<file path="src/rtl/wb_port_arbiter.sv">
// Writeback port arbiter: grants one of ALU / load / stack-pop per cycle and
// pipelines mux select, write enable and write address. Optional macro WB_ARB_RR_EN.
module wb_port_arbiter #(
  parameter int RW = 4,
  parameter int CW = 8
) (
  input  logic          clk,
  input  logic          rst,
  input  logic          hold,
  input  logic          alu_req,
  input  logic [RW-1:0] alu_rd,
  output logic          alu_gnt,
  input  logic          mem_req,
  input  logic [RW-1:0] mem_rd,
  output logic          mem_gnt,
  input  logic          stk_req,
  input  logic [RW-1:0] stk_rd,
  output logic          stk_gnt,
  output logic [1:0]    mux_sel,
  output logic          rf_we,
  output logic [RW-1:0] rf_waddr,
  output logic [CW-1:0] stall_cnt
);

  localparam logic [1:0] SEL_MEM = 2'b00;
  localparam logic [1:0] SEL_STK = 2'b01;
  localparam logic [1:0] SEL_ALU = 2'b11;

  // Request/grant vectors are ordered {alu, stk, mem}.
  logic [2:0]    req_vec;
  logic [2:0]    gnt_vec;
  logic          waiting;

  logic [1:0]    mux_sel_q, mux_sel_d;
  logic          s1_v_q, s1_v_d;
  logic [RW-1:0] s1_rd_q, s1_rd_d;
  logic          rf_we_q, rf_we_d;
  logic [RW-1:0] rf_waddr_q, rf_waddr_d;
  logic [CW-1:0] stall_q, stall_d;

  assign req_vec = {alu_req, stk_req, mem_req};

`ifdef WB_ARB_RR_EN
  // One-hot record of the last granted source; search starts just after it.
  logic [2:0] last_q, last_d;

  always_comb begin
    gnt_vec = 3'b000;
    if (!hold && !rst) begin
      if (last_q[0]) begin
        if (req_vec[1])      gnt_vec = 3'b010;
        else if (req_vec[2]) gnt_vec = 3'b100;
        else if (req_vec[0]) gnt_vec = 3'b001;
      end else if (last_q[1]) begin
        if (req_vec[2])      gnt_vec = 3'b100;
        else if (req_vec[0]) gnt_vec = 3'b001;
        else if (req_vec[1]) gnt_vec = 3'b010;
      end else begin
        if (req_vec[0])      gnt_vec = 3'b001;
        else if (req_vec[1]) gnt_vec = 3'b010;
        else if (req_vec[2]) gnt_vec = 3'b100;
      end
    end
    last_d = (|gnt_vec) ? gnt_vec : last_q;
  end

  always_ff @(posedge clk) begin
    if (rst) last_q <= 3'b100;
    else     last_q <= last_d;
  end
`else
  always_comb begin
    gnt_vec = 3'b000;
    if (!hold && !rst) begin
      if (req_vec[0])      gnt_vec = 3'b001;
      else if (req_vec[1]) gnt_vec = 3'b010;
      else if (req_vec[2]) gnt_vec = 3'b100;
    end
  end
`endif

  assign mem_gnt = gnt_vec[0];
  assign stk_gnt = gnt_vec[1];
  assign alu_gnt = gnt_vec[2];

  assign waiting = |(req_vec & ~gnt_vec);

  always_comb begin
    mux_sel_d = mux_sel_q;
    s1_rd_d   = s1_rd_q;
    if (gnt_vec[0]) begin
      mux_sel_d = SEL_MEM;
      s1_rd_d   = mem_rd;
    end else if (gnt_vec[1]) begin
      mux_sel_d = SEL_STK;
      s1_rd_d   = stk_rd;
    end else if (gnt_vec[2]) begin
      mux_sel_d = SEL_ALU;
      s1_rd_d   = alu_rd;
    end
    s1_v_d     = |gnt_vec;
    rf_we_d    = s1_v_q;
    rf_waddr_d = s1_v_q ? s1_rd_q : rf_waddr_q;
    stall_d    = (waiting && (stall_q != {CW{1'b1}})) ? stall_q + 1'b1 : stall_q;
  end

  always_ff @(posedge clk) begin
    if (rst) begin
      mux_sel_q  <= SEL_ALU;
      s1_v_q     <= 1'b0;
      s1_rd_q    <= '0;
      rf_we_q    <= 1'b0;
      rf_waddr_q <= '0;
      stall_q    <= '0;
    end else begin
      mux_sel_q  <= mux_sel_d;
      s1_v_q     <= s1_v_d;
      s1_rd_q    <= s1_rd_d;
      rf_we_q    <= rf_we_d;
      rf_waddr_q <= rf_waddr_d;
      stall_q    <= stall_d;
    end
  end

  assign mux_sel   = mux_sel_q;
  assign rf_we     = rf_we_q;
  assign rf_waddr  = rf_waddr_q;
  assign stall_cnt = stall_q;

endmodule

</file>
<file path="config.mk">
export PLATFORM = sky130hd
export DESIGN_NAME = wb_port_arbiter
export DESIGN_NICKNAME = d
export VERILOG_FILES = /design/src/rtl/wb_port_arbiter.sv
export SDC_FILE = /design/constraint.sdc
export NUM_CORES = 1
export LEC_CHECK = 0
export BUFFER_PORTS_ARGS = -buffer_cell sky130_fd_sc_hd__buf_2
export CORE_ASPECT_RATIO = 0.5
export CORE_MARGIN = 10
export CORE_UTILIZATION = 23
export DETAILED_ROUTE_END_ITERATION = 16
export GPL_TIMING_DRIVEN = 0
export HOLD_SLACK_MARGIN = 0.12
export REMOVE_ABC_BUFFERS = 1
export SLEW_MARGIN = 20
export SYNTH_ARGS = -nofsm -noshare
export SYNTH_HDL_FRONTEND = slang
export SYNTH_SLANG_ARGS = --single-unit
</file>
<file path="constraint.sdc">
create_clock -name clk -period 1.6 [get_ports clk]
set_input_delay 0.16 -clock clk [delete_from_list [all_inputs] [get_ports clk]]
set_output_delay 0.16 -clock clk [all_outputs]
set_load 0.005 [all_outputs]
</file>
* Word-level counts from Yosys, hierarchy flattened
Index checks and enable logic that the tools add are counted.
Word-level totals: word-level logic and storage cells 27, bits of input ports 18, flip-flop bits (word level) 20, output and inout bits 18
Operators by class: bitwise operators 2, add/sub/neg operators 1, equality and inequality tests 1, reduce and logical (&&, ||, !) cells 7, multiplexer cells 10
Operators by type and width (number):
- $mux 3 | 4
- $mux 4 | 3
- $add 8x1->8 const B | 1
- $ne 8x8->1 const B | 1
- $mux 2 | 3
- $reduce_or 3->1 | 2
- $and 3x3->3 | 1
- $not 3->3 | 1
- $reduce_bool 3->1 | 1
- $logic_and 1x1->1 | 2
- $logic_not 1->1 | 2

* Logic depth before layout (Yosys ltp)
depth in word-level cells 8, depth in mapped cells 6, depth with buffers taken out 5

* Least setup slack after synthesis
No wires, ideal clock.
kind register to register, start point reg stall_q[0] (netlist: stall_cnt[0]), end point reg stall_q[5] (netlist: stall_cnt[5]), slack -0.001 ns, required time 1.477 ns, setup time 0.123 ns, arrival 1.478 ns, cell stages (with the launch flop) 6, clock period less this slack 1.601 ns, path through dfxtp_1 > ha_1 > nand2_1 > nor3_1 > nor4_1 > mux2_1
Between the ends: longest elaborated chain between the ends 2
RTL lines:
- from (decl) | RTL line 39 | logic [CW-1:0] stall_q, stall_d;
- from (signal assigned) | RTL line 121 | stall_q <= stall_d;
- branches (longest 2 deep; another with $add 8x1->8)
Parallel ways; which one is timed is not known. A chain may end at the register's enable or synchronous reset.

* Final worst setup path
start point reg stall_q[1] (netlist: stall_cnt[1]), end point reg stall_q[5] (netlist: stall_cnt[5])
The elaborated chain is that of the path after synthesis.

==> out/metrics.yaml <==
setup_path:
  path_cells: "ha_2 -> nand2_2 -> nor3_4 -> nor4_2 -> mux2_1"
  cp-end-kind: "flip-flop"
  regToRegEndpoint: "stall_cnt[5]"
  cpPeakStageDelay_ps: 380
  r2r-start: "stall_cnt[1]"
  r2r_setup_slack_ps: 90
  path_delay_family: "simple AND/OR/NAND/NOR gates"
  path_max_fanout: 5
  worstSetupStartpointType: "flip-flop"
  path_class: "reg -> reg"
  cp.arrival_ps: 1660
  critical_path_required_ps: 1750
  crit_buf_inv: 0
  r2r_cells: 5
  worst_path_max_delay_cell: "dfxtp_1"
power:
  power_w: 0.00120
  power.leakage_nw: 0.584
  vdd_ir_drop_max_uv: 299
  power_density_mw_per_mm2: 902
sta:
  slew_violations: 0
  whs_ps: 200
  period_share: 0.944
  setup_viol: 0
  fmax_mhz: 662
  hold_viol: 0
  fin_setup_tns_ps: 0
  rsz0062_at_grt: "no"
  fin_skew_ps: 1.70
  tightest_slew_ps: 557
  slew_headroom: 0.627
  period_needed_ps: 1510
clock_tree:
  clock_path_buffers: 2
  cts_root_buf: "clkbuf_8"
  clkLatencyLatePin_ps: 260
  ctsHoldBuffers: 0
  numCtsBuffers: 3
  cts_max_level: 1
  clk_pin_slew_ps: 70
  cts.sinks: 20
  cts_tree: "done"
finish:
  utilization: 0.326
  stdcell_area_mm2: 0.00133
  syn2layout_area_growth_pct: 31.6
  layout-drive-gt1-share: 0.358
  fillers: 430
  antenna_cells: 0
  final_nets: 171
min_path:
  whs_path_depth: 3
  hold_path_startpoint: "mem_rd[1]"
  hp-class: "in -> reg"
  whs_endpoint: "s1_rd_q[1]"
synthesis:
  ys.flop_type: "dfxtp_1"
  yosys_warnings: 0
  synth_top_area_frac: 0.398
  yosysSeqAreaShare: 0.398
  netlist_instances: 116
  synthTopCellsByCount: "20 x dfxtp_1, 13 x nor2_1, 9 x a21oi_1, 8 x nand3b_1"
  synth_edf_count: 0
  synth_top_area_cell: "dfxtp_1"
  avgSynthCellArea_um2: 8.68
  ys_types: 32
  netlist_area_mm2: 0.00101
  ys_seq_elements: 20
  ys_async_sr_fraction: 0
  synth_most_common_cell: "dfxtp_1"
  synth_area_leaders: "dfxtp_1 40%, nand3b_1 6.0%, nor2_1 4.8%"
floorplanning:
  rows: 16
  start_util: 0.248
  die_area_mm2: 0.00759
  die_h_um: 66.8
  io_pins: 36
  core_area_mm2: 0.00406
  die_w_um: 114
flow_run:
  maxCapViolations: 0
global_route:
  grt_pass1_wl_mm: 4.40
  grt_overflow: 0
  grtUsageTotal: 0.0697
  grt_max_degree: 25
  antenna_found_initial: 0
  grt_pass1_vias: 908
detailed_routing:
  drc_errors: 0
  drtIter0Drc: 71
  totalWireLength_mm: 2.70
  ant_nets: 0
  viasPerCell: 4.69
  wl_per_cell_um: 13.2
  first_pass_iters: 3
  vias: 961
status:
  status: "finished clean"
placement:
  gp_congestion: 0.766
  dp_hpwl_mm: 2.04
  io_buffer_count: 35
  place_area_mm2: 0.00120
==> state kept, by name, summed over array words and instances, names as in the netlist <==
signal,cells
mux_sel,2
s1_rd_q,4
rf_we,1
rf_we_d,1
rf_waddr,4
stall_cnt,8
==> stage by stage <==
stage	setup slack, ps	cells
CTS	25.0	203
finish	89.8	205
global placement	-366	199
detailed placement	-405	199
global route	11.3	205
floorplan	-1.37	110
==> layout by cell type (no fill, tap or decap), types with 2 or more instances in the layout <==
cell	count
clkbuf_8	3
nand3b_1	8
and3_1	3
nand3_1	3
o31ai_1	2
nor2b_1	3
buf_2	34
buf_4	3
o21ai_0	2
nor3_1	3
mux2i_1	4
nand2_1	2
nand2b_1	3
or4_1	2
a21oi_1	9
o41ai_1	5
a211oi_1	2
or2_2	5
dfxtp_1	19
o22ai_1	2
inv_1	5
nor2_1	12
==> how the worst max path moves through the flow <==
stage            startpoint           end  cells after the start
2_1_floorplan  stall_cnt[0]  stall_cnt[5]                      5
3_3_place_gp            rst  stall_cnt[5]                      5
3_5_place_dp            rst  stall_cnt[5]                      5
4_1_cts             stk_req  stall_cnt[5]                      5
5_1_grt        stall_cnt[1]  stall_cnt[5]                      5
6_report       stall_cnt[1]  stall_cnt[5]                      5
==> logic make-up (layout without fill, tap and decap cells) <==
logic type,Yosys count,after routing,synth area share
and+or+nand+nor,53,53,0.298
AOI/OAI and AO/OA,26,26,0.178
DFF,20,20,0.398
buffers and inverters,11,46,0.0634
muxes,5,5,0.0509
adders and majority gates,1,1,0.0124
==> report_power, final <==
group / switching (W) / internal [W]
clock: 0.000165 / 0.000334
combinational: 0.0000768 / 0.0000721
sequential: 0.0000217 / 0.000526
total: 0.000264 / 0.000932
==> routing by layer <==
layer / track usage / wire length, um / part of all wire
met1: 0.0808 / 1130 / 0.42
met2: 0.122 / 1460 / 0.54
met3: 0.0197 / 90 / 0.033
met4: 0.0236 / 27 / 0.010
met5: 0 / 0 / 0
==> worst register-to-register path: stages (launching register included) <==
cell,delay (ps)
dfxtp_1,380
ha_2,250
nand2_2,110
nor3_4,260
nor4_2,90
mux2_1,310
==> cell type report <==
| cell class | instances | area, um^2 | share of cell area |
|---|---|---|---|
| multi-input combinational | 85 | 573 | 0.432 |
| sequential | 20 | 402 | 0.303 |
| timing repair buffer | 37 | 193 | 0.145 |
| tap | 54 | 67.6 | 0.0510 |
| clock buffer | 3 | 41.3 | 0.0312 |
| clock inverter | 1 | 30.0 | 0.0227 |
| inverter | 5 | 18.8 | 0.0142 |
==> timing repair <==
item	in CTS	in global routing
gates resized for setup	5	4
endpoints found under the setup margin	5	5
buffers inserted	0	2
pin swaps	0	1
(Power assumes the default switching activity.)
